$ cat config.mk
export PLATFORM = sky130hd
export DESIGN_NAME = counter_sched
export DESIGN_NICKNAME = d
export VERILOG_FILES = /design/src/rtl/counter_sched_pkg.sv /design/src/rtl/counter_sched_counter.sv /design/src/rtl/counter_sched.sv
export SDC_FILE = /design/constraint.sdc
export NUM_CORES = 1
export LEC_CHECK = 0
export CAP_MARGIN = 20
export CELL_PAD_IN_SITES_DETAIL_PLACEMENT = 1
export CELL_PAD_IN_SITES_GLOBAL_PLACEMENT = 2
export CORE_MARGIN = 2
export CORE_UTILIZATION = 26
export DETAILED_ROUTE_END_ITERATION = 10
export PLACE_DENSITY_LB_ADDON = 0.05
export SETUP_SLACK_MARGIN = 0.5
export SLEW_MARGIN = 0
export SYNTH_ARGS = -nofsm -noshare
export SYNTH_HDL_FRONTEND = slang
export SYNTH_HIERARCHICAL = 1
export SYNTH_SLANG_ARGS = --single-unit
$ cat constraint.sdc
create_clock -name clk -period 5.9 [get_ports clk]
set_input_delay 1.77 -clock clk [delete_from_list [all_inputs] [get_ports clk]]
set_output_delay 1.77 -clock clk [all_outputs]
set_load 0.005 [all_outputs]
$ cat src/rtl/counter_sched_pkg.sv
// Shared types and helpers for the round-robin counter scheduler.
package counter_sched_pkg;

  localparam int unsigned NreqDefault  = 4;
  localparam int unsigned WidthDefault = 8;

  // Upper bound on requesters; the pick function works on a vector of this size.
  localparam int unsigned MaxReq = 8;
  localparam int unsigned MaxIdW = 3;

  typedef enum logic [1:0] {
    StIdle,
    StLoad,
    StRun,
    StDone
  } sched_state_t;

  typedef struct packed {
    logic              found;
    logic [MaxIdW-1:0] idx;
  } rr_pick_t;

  // Round-robin pick: search starts at last+1 and wraps modulo nreq.
  function automatic rr_pick_t rr_pick(input logic [MaxReq-1:0] valid,
                                       input logic [MaxIdW-1:0] last,
                                       input int unsigned       nreq);
    rr_pick_t    res;
    int unsigned cand;
    res = '0;
    for (int unsigned k = 1; k <= MaxReq; k++) begin
      cand = (32'(last) + k) % nreq;
      if (!res.found && (k <= nreq) && valid[cand[MaxIdW-1:0]]) begin
        res.found = 1'b1;
        res.idx   = cand[MaxIdW-1:0];
      end
    end
    return res;
  endfunction

endpackage

$ cat src/rtl/counter_sched_counter.sv
// Shared WIDTH-bit up counter with parallel load; load wins over enable.
module sched_counter #(
  parameter int unsigned WIDTH = 8
) (
  input  logic             clk,
  input  logic             reset,
  input  logic [WIDTH-1:0] data,
  input  logic             load,
  input  logic             enable,
  output logic [WIDTH-1:0] out
);

  // Counter register; wraps naturally modulo 2^WIDTH.
  always_ff @(posedge clk or posedge reset) begin
    if (reset) begin
      out <= '0;
    end else if (load) begin
      out <= data;
    end else if (enable) begin
      out <= out + WIDTH'(1);
    end
  end

endmodule

$ cat src/rtl/counter_sched.sv
// Round-robin scheduler sharing one up counter between NREQ requesters.
module counter_sched
  import counter_sched_pkg::*;
#(
  parameter  int unsigned NREQ  = NreqDefault,
  parameter  int unsigned WIDTH = WidthDefault,
  localparam int unsigned IdW   = $clog2(NREQ)
) (
  input  logic                  clk,
  input  logic                  reset,
  input  logic [NREQ-1:0]       req_valid,
  input  logic [NREQ*WIDTH-1:0] req_start,
  input  logic [NREQ*WIDTH-1:0] req_end,
  output logic [NREQ-1:0]       req_ready,
  input  logic                  pause,
  input  logic                  abort,
  output logic [WIDTH-1:0]      cnt_out,
  output logic                  busy,
  output logic [IdW-1:0]        owner,
  output logic                  done_valid,
  output logic [IdW-1:0]        done_id,
  output logic                  done_abort
);

  sched_state_t   state_q, state_d;
  logic [IdW-1:0] last_grant_q, last_grant_d;
  logic [IdW-1:0] owner_q, owner_d;
  logic [WIDTH-1:0] start_q, start_d;
  logic [WIDTH-1:0] end_q, end_d;
  logic           abort_q, abort_d;

  logic           cnt_load, cnt_en;
  logic [WIDTH-1:0] cnt;
  rr_pick_t       pick;
  logic [IdW-1:0] winner;

  assign pick   = rr_pick(MaxReq'(req_valid), MaxIdW'(last_grant_q), NREQ);
  assign winner = pick.idx[IdW-1:0];

  sched_counter #(
    .WIDTH (WIDTH)
  ) u_counter (
    .clk    (clk),
    .reset  (reset),
    .data   (start_q),
    .load   (cnt_load),
    .enable (cnt_en),
    .out    (cnt)
  );

  // Next-state, session latching and counter control.
  always_comb begin
    state_d      = state_q;
    last_grant_d = last_grant_q;
    owner_d      = owner_q;
    start_d      = start_q;
    end_d        = end_q;
    abort_d      = abort_q;
    req_ready    = '0;
    cnt_load     = 1'b0;
    cnt_en       = 1'b0;
    done_valid   = 1'b0;
    done_abort   = 1'b0;
    unique case (state_q)
      StIdle: begin
        if (pick.found) begin
          req_ready[winner] = 1'b1;
          for (int i = 0; i < NREQ; i++) begin
            if (IdW'(i) == winner) begin
              start_d = req_start[i*WIDTH +: WIDTH];
              end_d   = req_end[i*WIDTH +: WIDTH];
            end
          end
          owner_d      = winner;
          last_grant_d = winner;
          abort_d      = 1'b0;
          state_d      = StLoad;
        end
      end
      StLoad: begin
        cnt_load = 1'b1;
        // An abort seen here is held and honoured on the first RUN cycle.
        if (abort) abort_d = 1'b1;
        state_d = StRun;
      end
      StRun: begin
        if (abort || abort_q) begin
          abort_d = 1'b1;
          state_d = StDone;
        end else if (cnt == end_q) begin
          state_d = StDone;
        end else begin
          cnt_en = !pause;
        end
      end
      StDone: begin
        done_valid = 1'b1;
        done_abort = abort_q;
        state_d    = StIdle;
      end
      default: state_d = StIdle;
    endcase
  end

  // Scheduler state; reset discards any session in flight.
  always_ff @(posedge clk or posedge reset) begin
    if (reset) begin
      state_q      <= StIdle;
      last_grant_q <= IdW'(NREQ - 1);
      owner_q      <= '0;
      start_q      <= '0;
      end_q        <= '0;
      abort_q      <= 1'b0;
    end else begin
      state_q      <= state_d;
      last_grant_q <= last_grant_d;
      owner_q      <= owner_d;
      start_q      <= start_d;
      end_q        <= end_d;
      abort_q      <= abort_d;
    end
  end

  assign cnt_out = cnt;
  assign busy    = (state_q != StIdle);
  assign owner   = owner_q;
  assign done_id = owner_q;

endmodule

==> metrics.md <==
| Metric | Value |
|---|---|
| Status | `finished, final reports clean` |
| Drt pass-1 iters | `4` |
| Most frequent cells in the layout | `clkdlybuf4s50_1 (90), nand2_1 (34), mux2i_1 (33)` |
| Syn. warnings | `6` |
| Power per Cell Area | `437 nW/µm²` |
| Final Hold Viols | `0` |
| Ant diodes | `0` |
| Least-Margin Pin Slew | `0.951 ns` |
| Via count | `1905` |
| Multi-input gate area in the final layout | `1180 µm²` |
| Fraction of layout cells with a size suffix above 1 | `10.3%` |
| Critical path class | `input pin to output port` |
| Number of global-route vias before repair | `2082` |
| IO buf count | `90` |
| Full die area | `8710 µm²` |
| PnR worst setup slack | `0.550 ns` |
| Pleak | `1.33 nW` |
| Placed Cells | `393` |
| Internal power | `841 µW` |
| Worst Hold Depth | `2` |
| CP Data Required Time | `4.13 ns` |
| Slew margin rel. | `36.5%` |
| Most common cell after layout, fill and taps aside | `clkdlybuf4s50_1` |
| WHS Endpoint | `start_q[7]` |
| Worst r2r path cells | `8` |
| Synth-to-layout area growth | `52.8%` |
| Post-route ant nets | `0` |
| DR WL/cell | `16.2 µm` |
| Grt total ovfl | `0` |
| FF-to-FF End | `u_counter/out[6]` |
| Hold Crit Class | `flop to flop` |
| CP Launch Type | `input pin` |
| Fin cells | `404` |
| Layout filler cell count | `878` |
| Max VDD drop | `0.124 mV` |
| Post-Syn Area per Cell | `9.79 µm²` |
| Largest fanout on the critical path | `5` |
| I/O pin cnt | `91` |
| Max cap viols | `0` |
| Worst R2R Start | `state_q[0]` |
| Initial Utilization | `26.8%` |
| First-pass GRT wire length | `10600 µm` |
| Post-Route WL | `6540 µm` |
| Final net count | `378` |
| Clock root buffer | `clkbuf_8` |
| Hold-fix buffers, CTS | `0` |
| Worst slack at placement | `0.361 ns` |
| Worst-Skew Late Latency | `0.29 ns` |
| Crit end category | `output port` |
| Vias/cell | `4.72` |
| CTS tree | `built` |
| Grt met3 use | `3.63%` |
| Die Height | `93.3 µm` |
| Post-Syn Nets | `289` |
| Sequential Power Share | `31.8%` |
| Core area | `7730 µm²` |
| Gr usage total | `15.7%` |
| GR peak layer | `met2` |
| Fin crit period | `5.35 ns` |
| Final Power | `1.39 mW` |
| Cells after Synth | `212` |
| Number of buffers created by CTS | `5` |
| Met2 usage | `28.7%` |
| Clock sink total | `31` |
| DIE WIDTH | `93.3 µm` |
| Fin crit share | `90.7%` |
| Unrepaired setup endpoints after global routing | `yes` |
| Yosys cell types | `36` |
| Comb power frac | `52.0%` |
| FP Rows | `32` |
| R2R setup slack | `3.56 ns` |
| Mapped Area | `2070 µm²` |
| #FFs+latches synth | `31` |
| DRC viols | `0` |
| Clock transition at path regs | `0.08 ns` |
| Routability cong. | `0.675` |
| Register Area | `778 µm²` |
| CP arrival | `3.58 ns` |
| Final setup violation count | `0` |
| Seq/Total Area, Yosys | `37.5%` |
| Max-slew violation count | `0` |
| Fmax | `187 MHz` |
| Sw Ratio | `39.3%` |
| H-Tree Depth | `2` |
| Psw | `545 µW` |
| Met1 usage | `18.8%` |
| Largest net degree at the start of global routing | `25` |
| DP HPWL | `4970 µm` |
| Clock Tree Buf Depth | `2` |
| Clk pwr share | `16.2%` |
| Post-route setup TNS | `0 ns` |
| Initial antenna violation count | `0` |
| Skew final | `0.00814 ns` |
| Hold path start | `start_q[7]` |
| DRT iter0 DRCs | `34` |
## layout make-up
type | instances | share of cell area [%]
clock buffers | 6 | 2.61
clock inverters | 2 | 1.11
inverters | 6 | 0.711
multi-input cells | 161 | 37.1
flip-flops and latches | 31 | 24.6
well taps | 102 | 4.03
repair buffers | 96 | 29.8
## how the worst max path moves through the flow
| stage | startpoint | endpoint | slack (ns) | depth (start not counted) |
|---|---|---|---|---|
| 4_1_cts | req_valid[3] | req_ready[2] | 0.55 | 7 |
| 3_3_place_gp | req_valid[1] | req_ready[3] | 0.37 | 6 |
| 6_report | req_valid[1] | req_ready[3] | 0.55 | 6 |
| 3_5_place_dp | req_valid[1] | req_ready[3] | 0.36 | 6 |
| 2_1_floorplan | req_valid[2] | req_ready[0] | 1.42 | 6 |
| 5_1_grt | req_valid[1] | req_ready[3] | 0.49 | 6 |
## cells by family (layout without fill, tap and decap cells)
group / count (synthesis) / in the layout / share of synthesized area, %
simple gates: 76 / 76 / 17.6
compound gates: 34 / 34 / 12.8
mux: 34 / 34 / 16.5
flops: 31 / 31 / 37.5
buf+inv: 20 / 110 / 7.48
xor+xnor: 12 / 12 / 5.07
fa+ha+maj: 5 / 5 / 3.02
## stage by stage
stage               util [%]  instance area, µm²  hold slack [ns]
floorplan                  -                2070            0.449
global placement        38.8                3000            0.482
detailed placement      38.8                3000            0.484
CTS                     40.7                3140            0.506
global route            41.0                3170            0.522
finish                  41.0                3170            0.500
## power by group through the flow
stage | logic, mW | registers, mW | clock network [mW]
after global routing | 0.808 | 0.461 | 0.239
final | 0.720 | 0.441 | 0.225
after floorplan | 0.506 | 0.408 | 0
after CTS | 0.731 | 0.443 | 0.230
after global placement | 0.705 | 0.445 | 0
after detailed placement | 0.711 | 0.446 | 0
## Yosys cell counts
cell type / count / share of area [%]
a21boi_1: 1 / 0.36
a21oi_1: 2 / 0.48
and2_1: 1 / 0.30
and3_1: 1 / 0.30
buf_12: 2 / 1.9
buf_2: 2 / 0.48
buf_4: 5 / 1.8
buf_6: 2 / 1.1
buf_8: 1 / 0.72
clkbuf_1: 2 / 0.36
dfrtp_1: 29 / 35
dfstp_2: 2 / 2.5
ha_1: 5 / 3.0
inv_1: 6 / 1.1
mux2_2: 1 / 0.54
mux2i_1: 33 / 16
nand2_1: 34 / 6.2
nand2_2: 1 / 0.30
nand2b_1: 4 / 1.2
nand3_1: 5 / 1.2
nand4_1: 5 / 1.5
nand4_2: 1 / 0.60
nor2_1: 13 / 2.4
nor2b_1: 5 / 1.5
nor2b_2: 1 / 0.42
nor3b_1: 1 / 0.36
nor4_1: 1 / 0.30
o211ai_2: 1 / 0.60
o21ai_0: 10 / 2.4
o21ai_1: 3 / 0.72
o221ai_1: 12 / 5.1
o221ai_2: 4 / 2.9
o22ai_1: 1 / 0.30
or4_1: 3 / 1.1
xnor2_1: 9 / 3.8
xor2_1: 3 / 1.3
## state kept, by name, indices dropped and copies added (netlist names)
signal	count
last_grant_q	2
u_counter/out	8
end_q	8
start_q	8
abort_q	1
done_id	2
state_q	2
## worst max-delay path: stages
cell and delay, ns:
clkdlybuf4s50_1 0.56, nand2b_1 0.11, a21boi_2 0.18, o211ai_4 0.25
and3_1 0.20, clkdlybuf4s50_1 0.50
## layer usage
layer / vias to the layer above / part of all wire [%]
met2: 53 / 53
met3: 5 / 5.2
met4: 0 / 0.69
met5: - / 0
met1: 916 / 41
li1: 931 / -
## what timing repair did
item,CTS,global route
endpoints found under the setup margin,2,4
cloned,0,0
buffers inserted,3,0
pin swaps,1,0
gates resized for setup,0,8
hold endpoints to repair,0,0
(Power assumes the default switching activity.)
